File: src/rtl/ddr_capture_packer.sv
// ddr_capture_packer: arms on Start, begins capture on a qualified trigger,
// packs three 16-bit samples into each 48-bit word for the DDR write FIFO
// stage, and counts words dropped while the FIFO reports full.
// Optional build macro TEST_PATTERN_EN adds the TestPat input, which swaps
// accepted samples for an internal ramp counter.
//
// state   | meaning
// IDLE    | waiting for Start
// ARMED   | length latched, waiting for SampleValid with TrigIn
// CAPTURE | packing samples into words until the latched length is reached
// DONE    | capture complete, samples ignored until Start or Abort
module ddr_capture_packer #(
    parameter int LEN_W = 32,
    parameter int OVF_W = 16
) (
    input  logic             WrClk,
    input  logic             Rst,
`ifdef TEST_PATTERN_EN
    input  logic             TestPat,
`endif
    input  logic [15:0]      SampleIn,
    input  logic             SampleValid,
    input  logic             Start,
    input  logic             Abort,
    input  logic             TrigIn,
    input  logic [LEN_W-1:0] CaptureWords,
    input  logic             FifoFull,
    output logic [47:0]      DataOut,
    output logic             DataOutValid,
    output logic             CaptureEn,
    output logic             Busy,
    output logic             Done,
    output logic [OVF_W-1:0] OvfCount
);

    typedef enum logic [1:0] {
        IDLE    = 2'd0,
        ARMED   = 2'd1,
        CAPTURE = 2'd2,
        DONE    = 2'd3
    } state_t;

    state_t           r_state;
    state_t           w_next;
    logic [LEN_W-1:0] r_len;
    logic [LEN_W-1:0] r_cnt;
    logic [LEN_W-1:0] w_cnt_nxt;
    logic [1:0]       r_lane;
    logic [15:0]      r_s0;
    logic [15:0]      r_s1;
    logic [47:0]      r_data;
    logic             r_valid;
    logic             r_cap_en;
    logic [OVF_W-1:0] r_ovf;
    logic [15:0]      w_sample;
    logic             w_accept;
    logic             w_word_done;
    logic             w_last;
    logic             w_start;

`ifdef TEST_PATTERN_EN
    logic [15:0]      r_pat;
    assign w_sample = TestPat ? r_pat : SampleIn;
`else
    assign w_sample = SampleIn;
`endif

    // The trigger sample itself is accepted into lane 0 (lane is cleared on Start).
    assign w_accept    = SampleValid && !Abort &&
                         ((r_state == ARMED && TrigIn) || r_state == CAPTURE);
    assign w_word_done = w_accept && (r_state == CAPTURE) && (r_lane == 2'd2);
    assign w_cnt_nxt   = r_cnt + LEN_W'(1);
    assign w_last      = w_word_done && (w_cnt_nxt == r_len);
    assign w_start     = Start && !Abort && (r_state == IDLE || r_state == DONE);

    // State register
    always_ff @(posedge WrClk) begin
        if (Rst) r_state <= IDLE;
        else     r_state <= w_next;
    end

    // Next-state decode; Abort overrides everything, including Start
    always_comb begin
        w_next = r_state;
        if (Abort) begin
            w_next = IDLE;
        end else begin
            case (r_state)
                IDLE, DONE: if (Start) w_next = (CaptureWords == '0) ? DONE : ARMED;
                ARMED:      if (SampleValid && TrigIn) w_next = CAPTURE;
                CAPTURE:    if (w_last) w_next = DONE;
                default:    w_next = IDLE;
            endcase
        end
    end

    // Status outputs decoded from the current state
    always_comb begin
        Busy = (r_state == ARMED) || (r_state == CAPTURE);
        Done = (r_state == DONE);
    end

    // Capture datapath: lane packing, word emission, counters
    always_ff @(posedge WrClk) begin
        if (Rst) begin
            r_len    <= '0;
            r_cnt    <= '0;
            r_lane   <= 2'd0;
            r_s0     <= 16'd0;
            r_s1     <= 16'd0;
            r_data   <= 48'd0;
            r_valid  <= 1'b0;
            r_cap_en <= 1'b0;
            r_ovf    <= '0;
        end else begin
            r_valid  <= 1'b0;
            // Stays high for the cycle the last word is presented
            r_cap_en <= (w_next == CAPTURE) || w_last;
            if (Abort) begin
                r_lane <= 2'd0;
            end else if (w_start) begin
                r_len  <= CaptureWords;
                r_cnt  <= '0;
                r_lane <= 2'd0;
                r_ovf  <= '0;
            end else if (w_accept) begin
                case (r_lane)
                    2'd0:    r_s0 <= w_sample;
                    2'd1:    r_s1 <= w_sample;
                    default: r_s0 <= r_s0;
                endcase
                r_lane <= (r_lane == 2'd2) ? 2'd0 : r_lane + 2'd1;
                if (w_word_done) begin
                    r_cnt <= w_cnt_nxt;
                    if (FifoFull) begin
                        if (r_ovf != '1) r_ovf <= r_ovf + OVF_W'(1);
                    end else begin
                        r_data  <= {w_sample, r_s1, r_s0};
                        r_valid <= 1'b1;
                    end
                end
            end
        end
    end

`ifdef TEST_PATTERN_EN
    // Ramp source: restarts at 0 on Start, steps once per accepted sample
    always_ff @(posedge WrClk) begin
        if (Rst)           r_pat <= 16'd0;
        else if (w_start)  r_pat <= 16'd0;
        else if (w_accept) r_pat <= r_pat + 16'd1;
    end
`endif

    assign DataOut      = r_data;
    assign DataOutValid = r_valid;
    assign CaptureEn    = r_cap_en;
    assign OvfCount     = r_ovf;

endmodule

File: config.mk
export PLATFORM = sky130hd
export DESIGN_NAME = ddr_capture_packer
export DESIGN_NICKNAME = d
export VERILOG_FILES = /design/src/rtl/ddr_capture_packer.sv
export SDC_FILE = /design/constraint.sdc
export NUM_CORES = 1
export LEC_CHECK = 0
export CAP_MARGIN = 20
export CELL_PAD_IN_SITES_DETAIL_PLACEMENT = 2
export CELL_PAD_IN_SITES_GLOBAL_PLACEMENT = 2
export CORE_ASPECT_RATIO = 1.25
export CORE_MARGIN = 2
export CORE_UTILIZATION = 31
export CTS_CLUSTER_SIZE = 25
export DETAILED_ROUTE_END_ITERATION = 8
export PLACE_DENSITY = 0.8
export SLEW_MARGIN = 5
export SYNTH_ARGS = -nofsm -noshare
export SYNTH_HDL_FRONTEND = slang
export SYNTH_SLANG_ARGS = --single-unit
File: constraint.sdc
create_clock -name WrClk -period 3.9 [get_ports WrClk]
set_clock_uncertainty 0.05 [all_clocks]
set_input_delay 0.78 -clock WrClk [delete_from_list [all_inputs] [get_ports WrClk]]
set_output_delay 0.78 -clock WrClk [all_outputs]
set_load 0.01 [all_outputs]
==> Word level (Yosys, flattened, before mapping) <==
Cells that the tools add are included.
{ "totals": {"reg_bits": 166} }
{ "op_classes": {"n_addsub": 3, "eq_ne": 8, "n_mux": 16, "n_bitwise": 5, "n_reduce_logical": 30} }
{ "op_table": {"columns": ["operator", "count"], "rows": [
  ["$mux 32", 3],
  ["$mux 16", 5],
  ["$add 32x1->32 const B", 1],
  ["$eq 32x32->1", 1],
  ["$logic_not 32->1", 1],
  ["$add 16x1->16 const B", 1],
  ["$ne 16x16->1 const B", 1],
  ["$mux 2", 6],
  ["$reduce_and 5->1", 2],
  ["$logic_and 1x1->1", 9],
  ["$eq 2x2->1 const B", 4],
  ["$reduce_and 4->1", 2],
  ["$reduce_bool 2->1", 4],
  ["$pmux 2 s3", 1],
  ["$not 1->1", 5],
  ["$reduce_or 5->1", 1],
  ["$eq 2x1->1 const B", 2],
  ["$logic_not 2->1", 2],
  ["$logic_or 1x1->1", 4],
  ["$reduce_and 3->1", 1],
  ["$reduce_or 3->1", 1],
  ["$add 2x1->2 const B", 1],
  ["$reduce_and 2->1", 1],
  ["$reduce_or 2->1", 1],
  ["other kinds (2)", 2]
]} }

==> Depth between registers and ports, before layout <==
{ "depth": {"word_depth": 12, "ltp_mapped": 11, "mapped_depth_nobuf": 9} }

==> Least setup slack after synthesis <==
OpenSTA, ideal clock, no wires.
{ "synth_timing": {"path_type": "register -> register", "start": "register r_cnt[1]", "end": "register r_cap_en (netlist: CaptureEn)", "setup_ns": 0.058, "arrival_ns": 2.759, "path_slack_ns": 1.034, "path_stages_with_launch": 11, "path_buffers": 1, "synth_period_minus_slack_ns": 2.866, "path_cell_list": "dfxtp_1 ha_1 nand3_2 or4_1 buf_2 or4_4 xor2_1 a211oi_2 nand4_1 a2111oi_2 a21o_1"} }
{ "synth_between": {"elab_chain_cells": 8} }
{ "synth_lines": {"columns": ["item", "line_no", "rtl"], "rows": [
  ["from (decl)", "46", "logic [LEN_W-1:0] r_cnt;"],
  ["from (signal assigned)", "134", "r_cnt <= w_cnt_nxt;"],
  ["$add 32x1->32 (*)", "72", "assign w_cnt_nxt = r_cnt + LEN_W'(1);"],
  ["$eq 32x32->1 (*)", "73", "assign w_last = w_word_done && (w_cnt_nxt == r_len);"],
  ["$logic_and 1x1->1 (*)", "73", null],
  ["$mux 2", "91", "CAPTURE: if (w_last) w_next = DONE;"],
  ["$pmux 2 s3", "88", "case (r_state)"],
  ["$mux 2", "85", "if (Abort) begin"],
  ["$eq 2x2->1", "118", "r_cap_en <= (w_next == CAPTURE) || w_last;"],
  ["$logic_or 1x1->1 (*)", "118", null],
  ["to (signal assigned)", "118", null],
  ["to (decl)", "53", "logic r_cap_en;"]
]} }
Every way passes the cells marked *; elsewhere a longest branch is shown, timed or not.
A chain may end at the register's enable or synchronous reset.

==> Worst setup path in the final report <==
{ "layout_timing": {"start": "register r_cnt[0]", "end": "register r_cap_en (netlist: CaptureEn)"} }
Same word-level chain as after synthesis.

==> flow_summary_export.csv <==
group,metric,value,unit
die,placement_rows,64,
global_routing,grt_pass1_vias,7957,
routing,top_signal_layer_used,"met4",
flow_run,drv.max_cap_violation_count,0,
power,sw_frac_of_total,24.7,%
synthesis,synth_warnings,0,
sta,timing.final.crit_period,3.39,ns
sta,timing.hold.ws,0.410,ns
global_routing,gr-usage-all-layers,21.5,%
power,cellInternalPower,2850,uW
critical_path,worst_setup_path_end_kind,"flop",
die,die_x,145,microns
placed_design,place.detailed.hpwl,19400,microns
power,power_frac_seq,45.8,%
min_path,classification_of_the_worst_slack_hold_path,"flop to flop",
synthesis,synthDominantCellAreaShare,43.0,%
die,initial_cell_density_of_the_core,31.5,%
cells_and_area,most-common-layout-cells,"sky130_fd_sc_hd__nand2_1, sky130_fd_sc_hd__dfxtp_1, sky130_fd_sc_hd__a21oi_1, sky130_fd_sc_hd__clkdlybuf4s50_1, sky130_fd_sc_hd__nor2_1",
cells_and_area,final_layout_size_suffix_gt1_share,6.89,%
cts,clockBufferDepth,2,
sta,setup_repair_after_global_routing_missed_its_margin,"no",
placed_design,numPlacedInstances,1372,
cts,cts_tree,"yes",
routing,vias,7384,
cells_and_area,mostFrequentLayoutCell,"sky130_fd_sc_hd__nand2_1",
synthesis,synth_area,7730,sq um
sta,finalSetupViolCount,0,
critical_path,timing.critical_path.slowest_cell_delay,0.70,ns
synthesis,postSynth.asyncResetShare,0,%
routing,dr.pass1.iters,4,
global_routing,grt_overflow_total,0,
synthesis,postSynthRegisterBits,166,
routing,route.detailed.wl_per_inst,19.8,microns
cts,clock_latency,0.45,ns
power,power.switching,932,uW
die,die_area,26200,sq um
cts,clock-root-buffer,"sky130_fd_sc_hd__clkbuf_16",
routing,post_drt_antenna_nets,0,
placed_design,io_buffer_count,122,
synthesis,synth_enable_flop_cells,0,
cells_and_area,area_growth,27.4,%
routing,detailedRoute.firstIterationViolations,253,
synthesis,dominantRegCellSynth,"sky130_fd_sc_hd__dfxtp_1",
global_routing,antenna_found_initial,0,
placed_design,global_placement_routability_congestion,0.799,
sta,hold_viol_final,0,
global_routing,grt_start_max_net_pins,99,
cts,cts_buffers,17,
cts,tritoncts_num_sinks,166,
cts,cts_post_setup_buffers_inserted,0,
sta,achievable-frequency,295,MHz
power,p_leak,0.00342,uW
global_routing,grt_pass1_wl,44700,microns
sta,slew_headroom,42.4,%
synthesis,synth_cell_types,70,
outcome,result_of_the_run,"complete, no violations",
routing,met3_length,1450,microns
routing,post_drt_via_cell_ratio,5.26,
cts,cts-hold-fix-buffers,0,
placed_design,setup_slack_at_placement,0.216,ns
synthesis,portion_of_the_post_synthesis_area_used_by_sequential_elements,43.0,%
synthesis,synth.avg_cell_area,7.96,sq um
power,vdd_drop_max,0.000311,V
critical_path,path_max_fanout,8,
critical_path,cp.arrival,3.73,ns
routing,drc,0,
cts,cts_max_level,4,
power,share_comb_of_total_power,6.6,%
die,placeable_core_region,24500,sq um
sta,sum_of_negative_setup_slack,0,ns
synthesis,synth_area_leader_cell,"sky130_fd_sc_hd__dfxtp_1",
power,clock_power_share,47.6,%
synthesis,syn_inst,971,
die,design.portCount,123,
critical_path,critical_path_class,"flop to flop",
cts,cts.clk_slew.worst_paths,0.07,ns
cts,cts_repair_resize_count,0,
sta,timing_worst_slew_pin_value,0.852,ns
critical_path,path_delay_family,"simple AND/OR/NAND/NOR gates",
cells_and_area,num-nets-final,1121,
cells_and_area,final-instance-count-excl-fill,1404,
critical_path,path_cells,"ha_1 -> nand3_2 -> or4_1 -> or4_4 -> xor2_1 -> a211oi_2 -> nand4_1 -> a2111oi_2 -> a21o_1",
routing,finalWirelength,27800,microns
synthesis,synth.area.top_cells,"sky130_fd_sc_hd__dfxtp_1, sky130_fd_sc_hd__nand2_1, sky130_fd_sc_hd__a21oi_1, sky130_fd_sc_hd__mux2i_1, sky130_fd_sc_hd__nor2_1",
cells_and_area,fillerInstances,2840,
routing,met2WireLength,14800,microns
cells_and_area,diodes,0,
sta,period_share,87.0,%
critical_path,critical_path_buffer_and_inverter_count,0,
sta,finalWorstSetupSlack,0.506,ns
critical_path,cp.required,4.24,ns
critical_path,startpoint_type,"flop",
die,die-height,181,microns
power,p_per_area,384,nW/um^2
critical_path,cpMaxStageDelayCell,"sky130_fd_sc_hd__or4_1",
routing,met1Wirelength,11000,microns
sta,final_max_slew_violation_count,0,
synthesis,syn_nets,1031,
[cell usage after synthesis, types with 4 or more instances]
| cell type | instances |
|---|---|
| sky130_fd_sc_hd__inv_1 | 7 |
| sky130_fd_sc_hd__and3_1 | 6 |
| sky130_fd_sc_hd__a31oi_1 | 7 |
| sky130_fd_sc_hd__nand4_1 | 24 |
| sky130_fd_sc_hd__nor2_1 | 87 |
| sky130_fd_sc_hd__dfxtp_1 | 166 |
| sky130_fd_sc_hd__nand2_1 | 213 |
| sky130_fd_sc_hd__o21ai_0 | 29 |
| sky130_fd_sc_hd__ha_1 | 5 |
| sky130_fd_sc_hd__a21oi_1 | 121 |
| sky130_fd_sc_hd__xor2_1 | 28 |
| sky130_fd_sc_hd__buf_4 | 5 |
| sky130_fd_sc_hd__xnor2_1 | 30 |
| sky130_fd_sc_hd__nand3b_1 | 4 |
| sky130_fd_sc_hd__mux2i_1 | 33 |
| sky130_fd_sc_hd__clkbuf_1 | 55 |
| sky130_fd_sc_hd__and4_1 | 6 |
| sky130_fd_sc_hd__nor4_1 | 18 |
| sky130_fd_sc_hd__or4_1 | 6 |
| sky130_fd_sc_hd__or3_1 | 7 |
| sky130_fd_sc_hd__buf_6 | 4 |
| sky130_fd_sc_hd__nor3_1 | 17 |
| sky130_fd_sc_hd__nand3_1 | 23 |
[final timing paths]
path | to | depth (start not counted) | startpoint | slack, ns
max | CaptureEn | 9 | r_cnt[0] | 0.51
max reg2reg | CaptureEn | 9 | r_cnt[0] | 0.51
min | DataOut[16] | 2 | r_s1[0] | 0.41
min reg2reg | DataOut[16] | 2 | r_s1[0] | 0.41
[per-layer routing]
layer	track usage, %	vias up
li1	-	3518
met1	23.4	3719
met2	40.3	114
met3	5.85	33
met4	6.94	0
met5	0	-
[tightest hold or removal path, stage by stage (launching register included)]
cell	delay [ns]
sky130_fd_sc_hd__dfxtp_1	0.32
sky130_fd_sc_hd__nand2_1	0.05
sky130_fd_sc_hd__a21oi_1	0.05
[cell families (layout without fill, tap and decap cells)]
family	Yosys count	in the layout	share of synthesized area, %
buffers and inverters	78	181	4.63
AO/OA/AOI/OAI	185	185	13.4
flip-flops	166	166	43.0
XOR/XNOR	58	58	6.57
multiplexers	34	34	4.42
adder cells (fa/ha/maj)	5	5	0.809
AND/OR/NAND/NOR	445	445	27.1
[registers in the layout (all words and copies together) (netlist names)]
| name | flops |
|---|---|
| CaptureEn | 1 |
| r_len | 32 |
| r_s1 | 16 |
| DataOut | 48 |
| OvfCount | 16 |
| r_s0 | 16 |
| r_cnt | 32 |
| r_state | 2 |
| r_lane | 2 |
| DataOutValid | 1 |
[layout make-up]
type                    instances  area (sq um)  area share (%)
inverters                       7          26.3           0.267
well taps                     330           413            4.19
repair buffers                142          1410            14.3
clock buffers                  21           480            4.88
clock inverters                11           136            1.39
flip-flops and latches        166          3320            33.8
multi-input cells             727          4060            41.2
[stage by stage]
step                util (%)  instance area, sq um  total power, uW
finish                  40.2                  9850             3780
floorplan                  -                  7730             1890
global placement        37.7                  9230             2020
global route            40.2                  9850             3910
detailed placement      37.7                  9230             2020
CTS                     40.2                  9850             3820
[power groups by stage]
stage	clock, uW	sequential, uW	combinational (uW)
2_1_floorplan	0	1760	121
3_3_place_gp	0	1770	246
3_5_place_dp	0	1770	251
4_1_cts	1840	1730	252
5_1_grt	1910	1730	273
6_report	1800	1730	248
Power figures use the tool's default switching activity.
